[config.mk]
export PLATFORM = sky130hd
export DESIGN_NAME = exhaustive_stim_gen
export DESIGN_NICKNAME = d
export VERILOG_FILES = /design/src/rtl/exhaustive_stim_gen.sv
export SDC_FILE = /design/constraint.sdc
export NUM_CORES = 1
export LEC_CHECK = 0
export ABC_CLOCK_PERIOD_IN_PS = 2050
export BUFFER_PORTS_ARGS = -buffer_cell sky130_fd_sc_hd__buf_4
export CAP_MARGIN = 20
export CORE_UTILIZATION = 53
export DETAILED_ROUTE_END_ITERATION = 10
export PLACE_DENSITY = 0.79
export SLEW_MARGIN = 25
export SYNTH_ARGS = -nofsm -noshare
export SYNTH_HDL_FRONTEND = slang
export SYNTH_SLANG_ARGS = --single-unit
[constraint.sdc]
create_clock -name clk -period 2.05 [get_ports clk]
set_clock_uncertainty 0.05 [all_clocks]
set_input_delay 0.3075 -clock clk [delete_from_list [all_inputs] [get_ports clk]]
set_output_delay 0.3075 -clock clk [all_outputs]
set_load 0.01 [all_outputs]
[src/rtl/exhaustive_stim_gen.sv]
// Purpose: sweeps all 64 values of {D,C,B,A} into a combinational unit and captures its F response per vector.
// Latency: each vector is held DWELL unpaused cycles; its capture is presented one cycle after the sample edge.
// Backpressure: hold freezes the dwell counter, vector and capture; start is only honoured in IDLE.
module exhaustive_stim_gen #(
    parameter int DWELL = 10
) (
    input  logic       clk,
    input  logic       rst,
    input  logic       start,
    input  logic       hold,
    input  logic [2:0] F,
    output logic       A,
    output logic       B,
    output logic [1:0] C,
    output logic [1:0] D,
    output logic       busy,
    output logic       done,
    output logic       cap_valid,
    output logic [5:0] cap_idx,
    output logic [2:0] cap_f
);

    localparam logic [1:0] S_IDLE = 2'd0;
    localparam logic [1:0] S_RUN  = 2'd1;
    localparam logic [1:0] S_DONE = 2'd2;

    // Dwell counter terminal value; DWELL is limited to 1..255 so 8 bits suffice.
    localparam logic [7:0] CNT_LAST = 8'(DWELL - 1);
    localparam logic [5:0] IDX_LAST = 6'd63;

    logic [1:0] state_q, state_d;
    logic [5:0] idx_q, idx_d;
    logic [7:0] cnt_q, cnt_d;
    logic       busy_q, busy_d;
    logic       done_q, done_d;
    logic       cap_valid_q, cap_valid_d;
    logic [5:0] cap_idx_q, cap_idx_d;
    logic [2:0] cap_f_q, cap_f_d;

    // The stimulus pins come straight from the index register. idx_q is forced to
    // zero on reset, on sweep start and by the 63->0 wrap that enters DONE, so the
    // pins are already 0 throughout IDLE and DONE without extra gating.
    assign A         = idx_q[0];
    assign B         = idx_q[1];
    assign C         = idx_q[3:2];
    assign D         = idx_q[5:4];
    assign busy      = busy_q;
    assign done      = done_q;
    assign cap_valid = cap_valid_q;
    assign cap_idx   = cap_idx_q;
    assign cap_f     = cap_f_q;

    // Next-state: sweep sequencing, dwell counting and response capture.
    always_comb begin
        state_d     = state_q;
        idx_d       = idx_q;
        cnt_d       = cnt_q;
        busy_d      = busy_q;
        done_d      = 1'b0;
        cap_valid_d = 1'b0;
        cap_idx_d   = cap_idx_q;
        cap_f_d     = cap_f_q;

        case (state_q)
            S_IDLE: begin
                if (start) begin
                    state_d = S_RUN;
                    idx_d   = 6'd0;
                    cnt_d   = 8'd0;
                    busy_d  = 1'b1;
                end
            end
            S_RUN: begin
                if (!hold) begin
                    if (cnt_q == CNT_LAST) begin
                        // F has settled on the current vector for DWELL cycles.
                        cap_valid_d = 1'b1;
                        cap_idx_d   = idx_q;
                        cap_f_d     = F;
                        cnt_d       = 8'd0;
                        idx_d       = idx_q + 6'd1;
                        if (idx_q == IDX_LAST) begin
                            state_d = S_DONE;
                            busy_d  = 1'b0;
                            done_d  = 1'b1;
                        end
                    end else begin
                        cnt_d = cnt_q + 8'd1;
                    end
                end
            end
            S_DONE: begin
                state_d = S_IDLE;
            end
            default: begin
                state_d = S_IDLE;
                idx_d   = 6'd0;
                cnt_d   = 8'd0;
                busy_d  = 1'b0;
            end
        endcase
    end

    // State registers with synchronous reset that overrides start and hold.
    always_ff @(posedge clk) begin
        if (rst) begin
            state_q     <= S_IDLE;
            idx_q       <= 6'd0;
            cnt_q       <= 8'd0;
            busy_q      <= 1'b0;
            done_q      <= 1'b0;
            cap_valid_q <= 1'b0;
            cap_idx_q   <= 6'd0;
            cap_f_q     <= 3'd0;
        end else begin
            state_q     <= state_d;
            idx_q       <= idx_d;
            cnt_q       <= cnt_d;
            busy_q      <= busy_d;
            done_q      <= done_d;
            cap_valid_q <= cap_valid_d;
            cap_idx_q   <= cap_idx_d;
            cap_f_q     <= cap_f_d;
        end
    end

endmodule

; After elaboration in Yosys (flattened, before gate mapping)
; Cells that the tools add are included.
[classes]
reduce_logical = 8
addsub = 2
muxes = 20
n_eq_ne = 8
bitwise_logic = 4
[ops]
columns = operator, n
row1 = $mux 8, 3
row2 = $pmux 8 s3, 1
row3 = $mux 6, 3
row4 = $pmux 6 s3, 1
row5 = $add 8x1->8 const B, 1
row6 = $eq 8x4->1 const B, 1
row7 = $mux 2, 4
row8 = $ne 2x2->1 const B, 4
row9 = $reduce_and 4->1, 2
row10 = $add 6x1->6 const B, 1
row11 = $eq 6x6->1 const B, 1
row12 = $mux 1, 6
row13 = $reduce_and 3->1, 2
row14 = $reduce_and 5->1, 1
row15 = $not 1->1, 4
row16 = $pmux 2 s2, 1
row17 = $reduce_or 4->1, 1
row18 = $pmux 1 s3, 1
row19 = $reduce_or 3->1, 1
row20 = $eq 2x1->1 const B, 1
row21 = $eq 2x2->1 const B, 1
row22 = $logic_not 2->1, 1
[word_totals]
out_inout_bits = 18
reg_bits = 28

; Longest topological paths before layout
; Gate-level depths: netlist of run 1.
[depth]
ltp_word = 5
mapped_depth = 7
depth_no_buf = 6

; Worst setup path after synthesis of run 1
; No wires, ideal clock.
[synth_path]
path_type = reg-to-reg
startpoint = register cnt_q[0]
endpoint = register idx_q[3]
path_stages_with_launch = 7
arrival_ns = 1.550
t_required_ns = 1.930
period_less_slack_ns = 1.670
slack_ns = 0.380
setup_time_ns = 0.070
cell_sequence = dfxtp_1 -> ha_1 -> and4bb_4 -> a21oi_2 -> buf_6 -> or4_1 -> a21oi_1
[synth_between]
elab_chain_cells = 3
[synth_lines]
columns = element, line_no
row1 = "start, declared", 33  ; logic [7:0] cnt_q, cnt_d;
row2 = "start signal, assigned", 118  ; cnt_q <= cnt_d;
row3 = $eq 8x4->1, 75  ; if (cnt_q == CNT_LAST) begin
row4 = $ne 2x2->1 (no line), --
row5 = $reduce_and 4->1 (no line), --
row6 = "end signal, assigned", 117  ; idx_q <= idx_d;
row7 = "end, declared", 32  ; logic [5:0] idx_q, idx_d;
; No other way between the ends.
; A chain may end at the register's enable or synchronous reset.

; Worst setup path in the final report of run 1
[layout_path]
startpoint = register cnt_q[1]
endpoint = register idx_q[0]
; The elaborated chain is that of the path after synthesis.

==> impl_metrics.toml, run 1 <==
[status]
status = "finished, final reports clean"

[routing]
drc_errors = 0
drt-pass1-iter-count = 4
drtIter0Drc = 24
routed_via_density = 5.71
vias = 1057
ant_nets = 0
drt-wirelength-per-cell_um = 13.3
drt_wl_total_mm = 2.46

[global_routing]
grt-ovfl-total = 0
grt_max_degree = 19
top_usage_layer = "met2"
met1_usage_pct = 26.5
grtUsageTotal_pct = 19.7
grt_pass1_wl_mm = 3.88
grt_use_met2_pct = 32.4
antenna_found_initial = 0
grt_pass1_vias = 864
grtUsageMet3_pct = 3.33

[synth]
synth.top_cell.area_share_pct = 45.0
synthArstFlopShare_pct = 0
synthXorXnorAreaFrac_pct = 2.11
synth_compound_area_share_pct = 14.1
synth_nets = 141
synth_top_flop_cell = "dfxtp_1"
yosys.area_share.simple_pct = 23.2
synth_edf_count = 0
synthAdderAreaFrac_pct = 3.02
syn_area_per_cell_um2 = 9.50
synth_cells = 131
yosys_warnings = 0
synth_top_family_by_area = "simple AND/OR/NAND/NOR gates"
yosysUniqueCellTypes = 37
synth.most_common_cell = "dfxtp_1"
yosysTopAreaCell = "dfxtp_1"
syn_area_mm2 = 0.00124
synth_mux_area_share_pct = 7.34
ys_ff_latch = 28
seq_area_frac_synth_pct = 45.0
synth_common_cells = "28 x dfxtp_1, 14 x nor2_1, 10 x a21oi_1, 8 x mux2i_1, 7 x nand3_1"
synthTopCellsByArea = "dfxtp_1 45%, mux2i_1 6.4%, nor2_1 4.2%"

[layout]
post-route-util_pct = 67.6
finalInstanceArea_mm2 = 0.00150
diodes = 0
final_layout_size_suffix_gt1_share_pct = 25.5
fin_cells = 185
layout.nets = 168
area_delta_synth_final_pct = 20.2

[die]
fp.dieArea_mm2 = 0.00255
pin_count = 25
die_y_um = 50.5
core_mm2 = 0.00221
start_util_pct = 56.3
die_x_um = 50.5
fp-row-count = 17

[clock_tree]
cts_resized = 0
cts_hold_buf = 0
cts_tree = "yes"
cts.clk_slew.worst_paths_ns = 0.15
cts_root_buffer = "clkbuf_4"
clk_latency_ns = 0.32
cts_buffers = 3
cts_max_path_buffers = 2
cts_sinks = 28
htree_levels = 1
cts_setup_buffers = 0

[power_and_ir_drop]
comb_power_share_pct = 7.1
p_int_uw = 777
power.leakage_nw = 0.623
p_clk_share_pct = 36.3
power.switching_uw = 206
p_sw_share_pct = 20.9
ir_worst_vdd_mv = 0.440
seq_power_share_pct = 56.7
p_per_area_mw_per_mm2 = 656

[timing]
setup_tns_ns = 0
drv_slew = 0
hold_viol = 0
fin_crit_ns = 1.76
fin_ws_ns = 0.291
worst_slew_pin_slew_ns = 0.549
slew_headroom_pct = 62.5
post-route-period-util_pct = 85.8
setup_viol = 0
grt_setup_unrepaired = "no"
max_freq_mhz = 568

[critical_path]
path_max_fanout = 11
crit_path_start = "cnt_q[1]"
cp_top_family = "compound AO/OA/AOI/OAI gates"
startpoint_type = "register"
reg2regPathDepth = 6
cp-end-kind = "register"
crit_chain = "inv_1 > ha_1 > and4bb_4 > a21oi_2 > o21bai_2 > o21ai_0"
cp.required_ns = 2.26
reg2reg_slack_ns = 0.29
cp.arrival_ns = 1.97
worst_r2r_startpoint = "cnt_q[1]"
slowest_delay_ns = 0.41
cp_slowest_cell = "dfxtp_1"
crit_buf_inv = 1
worstSetupPathType = "reg2reg"
cp.depth = 6
r2r-end = "idx_q[0]"

[worst_hold_path]
holdPathEnd = "cap_f[1]"
hold_path.startpoint = "F[1]"
holdCritPathClass = "in2reg"
min_path_cells = 3

[placed_design]
dp_cells = 181
placed_cell_area_mm2 = 0.00144
dp_hpwl_mm = 1.83
portBuffers = 24
pre_cts_slack_ns = 0.328
gp_congestion = 0.809

[flow_run]
max_cap_viol_count = 0
layer usage:
metal,up-vias,wire (um)
met5,-,0
met1,500,1160
met4,0,0
met2,23,1190
met3,0,107
li1,534,-
tightest hold or removal path: stages:
cell and delay [ns]:
buf_4 0.07, mux2i_1 0.05, nor2_1 0.07
power by group through the flow:
stage | Sequential, mW | Clock (mW) | Combinational [mW]
detailed placement | 0.569 | 0 | 0.0684
CTS | 0.557 | 0.365 | 0.0687
global placement | 0.568 | 0 | 0.0660
global route | 0.558 | 0.382 | 0.0762
finish | 0.557 | 0.356 | 0.0693
floorplan | 0.568 | 0 | 0.0504
layout by cell type, fill, tap and decap left out, types with 2 or more instances in the layout:
cell,instances
nor3_1,6
o21ai_0,5
a21oi_1,10
mux2i_1,8
or4_1,6
inv_1,5
buf_4,28
nand3_1,7
xor2_1,3
o31ai_1,6
dfxtp_1,28
ha_1,3
nand2_1,2
clkbuf_4,3
o211ai_1,2
or3_1,3
nor2_1,14
worst max path at each step:
| stage | slack (ns) | endpoint |
|---|---|---|
| floorplan | 0.38 | idx_q[3] |
| global placement | 0.35 | idx_q[3] |
| detailed placement | 0.33 | idx_q[3] |
| CTS | 0.30 | idx_q[0] |
| global route | 0.14 | state_q[0] |
| finish | 0.29 | idx_q[0] |
flip-flops by register name, summed over array words and instances, names as in the netlist:
register and count:
idx_q 6, cnt_q 8, cap_f 3, cap_valid 1, cap_idx 6, done 1, state_q 2, busy 1
layout make-up:
| cell class | count | area, um^2 |
|---|---|---|
| Clock buffer | 3 | 22.5 |
| Timing Repair Buffer | 28 | 210 |
| Tap cell | 28 | 35.0 |
| Sequential cell | 28 | 561 |
| Clock inverter | 1 | 30.0 |
| Inverter | 5 | 18.8 |
| Multi-Input combinational cell | 92 | 619 |
| Fill cell | 180 | 716 |
cells by family (layout without fill, tap and decap cells):
| family | count (synthesis) | in the layout |
|---|---|---|
| AO/OA/AOI/OAI | 28 | 28 |
| XOR/XNOR | 3 | 3 |
| AND/OR/NAND/NOR | 49 | 49 |
| buffers and inverters | 11 | 37 |
| flip-flops | 28 | 28 |
| multiplexers | 9 | 9 |
| adder cells (fa/ha/maj) | 3 | 3 |
stage by stage:
step,power [mW],hold WS [ns]
6_report,0.982,0.151
5_1_grt,1.02,0.143
4_1_cts,0.990,0.144
3_5_place_dp,0.637,0.440
3_3_place_gp,0.634,0.428
2_1_floorplan,0.618,0.401
No activity file was read; power rests on OpenSTA's default activity.
==> inputs of run 2 (changes only) <==
--- a/config.mk
+++ b/config.mk
@@ -11,6 +11,7 @@
 export CORE_UTILIZATION = 53
 export DETAILED_ROUTE_END_ITERATION = 10
 export PLACE_DENSITY = 0.79
+export REMOVE_ABC_BUFFERS = 1
 export SLEW_MARGIN = 25
 export SYNTH_ARGS = -nofsm -noshare
 export SYNTH_HDL_FRONTEND = slang
==> run 2 against run 1 <==
Net effect:
- via count down 0.95%
- global-route usage increased by 1.7 points
- wire length up 2.8%
- largest power group unchanged
- utilization stayed put
- worst hold slack improved by 0.018 ns
- non-clock buffer count is the same
==> impl_metrics.toml, run 2 (synthesis gave the netlist of run 1 again) <==
[status]
status = "finished, final reports clean"

[routing]
drtIter0Drc = 29
drc_errors = 0
routed_via_density = 5.66
drt-pass1-iter-count = 4
drt-wirelength-per-cell_um = 13.7
vias = 1047
drt_wl_total_mm = 2.53
ant_nets = 0

[placed_design]
dp_hpwl_mm = 1.83
dp_cells = 181
gp_congestion = 0.811
portBuffers = 24

[timing]
worst_slew_pin_slew_ns = 0.526
holdWs_ns = 0.169
max_freq_mhz = 564
hold_viol = 0
post-route-period-util_pct = 86.5
grt_setup_unrepaired = "no"
setup_tns_ns = 0
fin_crit_ns = 1.77
slew_headroom_pct = 64.0
drv_slew = 0
setup_viol = 0

[global_routing]
grtUsageTotal_pct = 21.5
grt_pass1_wl_mm = 4.19
grt_pass1_vias = 945
grt_max_degree = 19
grt-ovfl-total = 0
antenna_found_initial = 0

[critical_path]
cp.arrival_ns = 1.97
crit_chain = "inv_1 > ha_1 > and4bb_4 > a21oi_2 > o21bai_2 > o21ai_0"
startpoint_type = "register"
cp_top_family = "compound AO/OA/AOI/OAI gates"
worst_r2r_startpoint = "cnt_q[1]"
worstSetupPathType = "reg2reg"
crit_path_start = "cnt_q[1]"
slowest_delay_ns = 0.41
cp-end-kind = "register"
cp_slowest_cell = "dfxtp_1"
reg2regPathDepth = 6
path_max_fanout = 11
cp.depth = 6
crit_buf_inv = 1
cp.required_ns = 2.25

[die]
die_x_um = 50.5
die_y_um = 50.5
fp-row-count = 17
start_util_pct = 56.3
core_mm2 = 0.00221
fp.dieArea_mm2 = 0.00255
pin_count = 25

[clock_tree]
cts_sinks = 28
cts.clk_slew.worst_paths_ns = 0.15
cts_root_buffer = "clkbuf_4"
cts_resized = 0
cts_setup_buffers = 0
cts_max_path_buffers = 2
cts_tree = "yes"
cts_hold_buf = 0
htree_levels = 1
cts_buffers = 3
clk_latency_ns = 0.32

[layout]
multi_input_area_um2 = 619
regMostFlops = "cnt_q"
final_cell_mix = "28 x dfxtp_1, 28 x buf_4, 14 x nor2_1, 10 x a21oi_1, 8 x mux2i_1"
fin_cells = 185
diodes = 0
register_area_um2 = 561
area_delta_synth_final_pct = 20.2
fill_cells = 192
final_layout_size_suffix_gt1_share_pct = 25.5
layout.nets = 168
largest_reg_flops = 8

[worst_hold_path]
hold_path.startpoint = "F[0]"
min_path_cells = 3
holdCritPathClass = "in2reg"

[flow_run]
max_cap_viol_count = 0

[power_and_ir_drop]
power.leakage_nw = 0.623
p_per_area_mw_per_mm2 = 653
ir_worst_vdd_mv = 0.503
-- run 2: cell counts in the layout (fill, tap and decap cells not counted) --
No cell type changed its count.
-- run 2: worst min-delay path: cells and delay by family --
family / cells / cell delay, ns
buffers and inverters: 1 / 0.08
multiplexers: 1 / 0.05
AND/OR/NAND/NOR: 1 / 0.08
-- run 2: final cells by class --
cell class | count | area share, %
Clock inverter | 1 | 2.01
Timing Repair Buffer | 28 | 14.0
Clock buffer | 3 | 1.51
Inverter | 5 | 1.25
Tap cell | 28 | 2.34
Sequential cell | 28 | 37.5
Multi-Input combinational cell | 92 | 41.4
-- run 2: path summary, 6_finish.rpt --
path	to	slack, ns
worst min register to register	cap_f[0]	0.47
worst min-delay path	cap_f[0]	0.17
worst max-delay path	idx_q[0]	0.28
worst max register to register	idx_q[0]	0.28
-- run 2: where the power goes --
group          internal [mW]  switching (mW)  leakage (nW)
combinational         0.0283          0.0409         0.369
sequential             0.550         0.00672         0.226
clock                  0.198           0.153        0.0279
-- run 2: metrics by stage --
stage	utilization, %	worst slack (ns)	area (um^2)	total power [mW]
floorplan	-	0.161	1200	0.604
global placement	65.3	0.392	1440	0.634
detailed placement	65.3	0.323	1440	0.637
CTS	67.6	0.268	1500	0.987
global route	67.6	0.0629	1500	1.02
finish	67.6	0.277	1500	0.977
-- run 2: per-layer routing --
layer | routed length, um | GRT usage (%)
met1 | 1270 | 30.5
met2 | 1160 | 33.1
met3 | 90 | 2.73
met4 | 11 | 7.87
met5 | 0 | 0
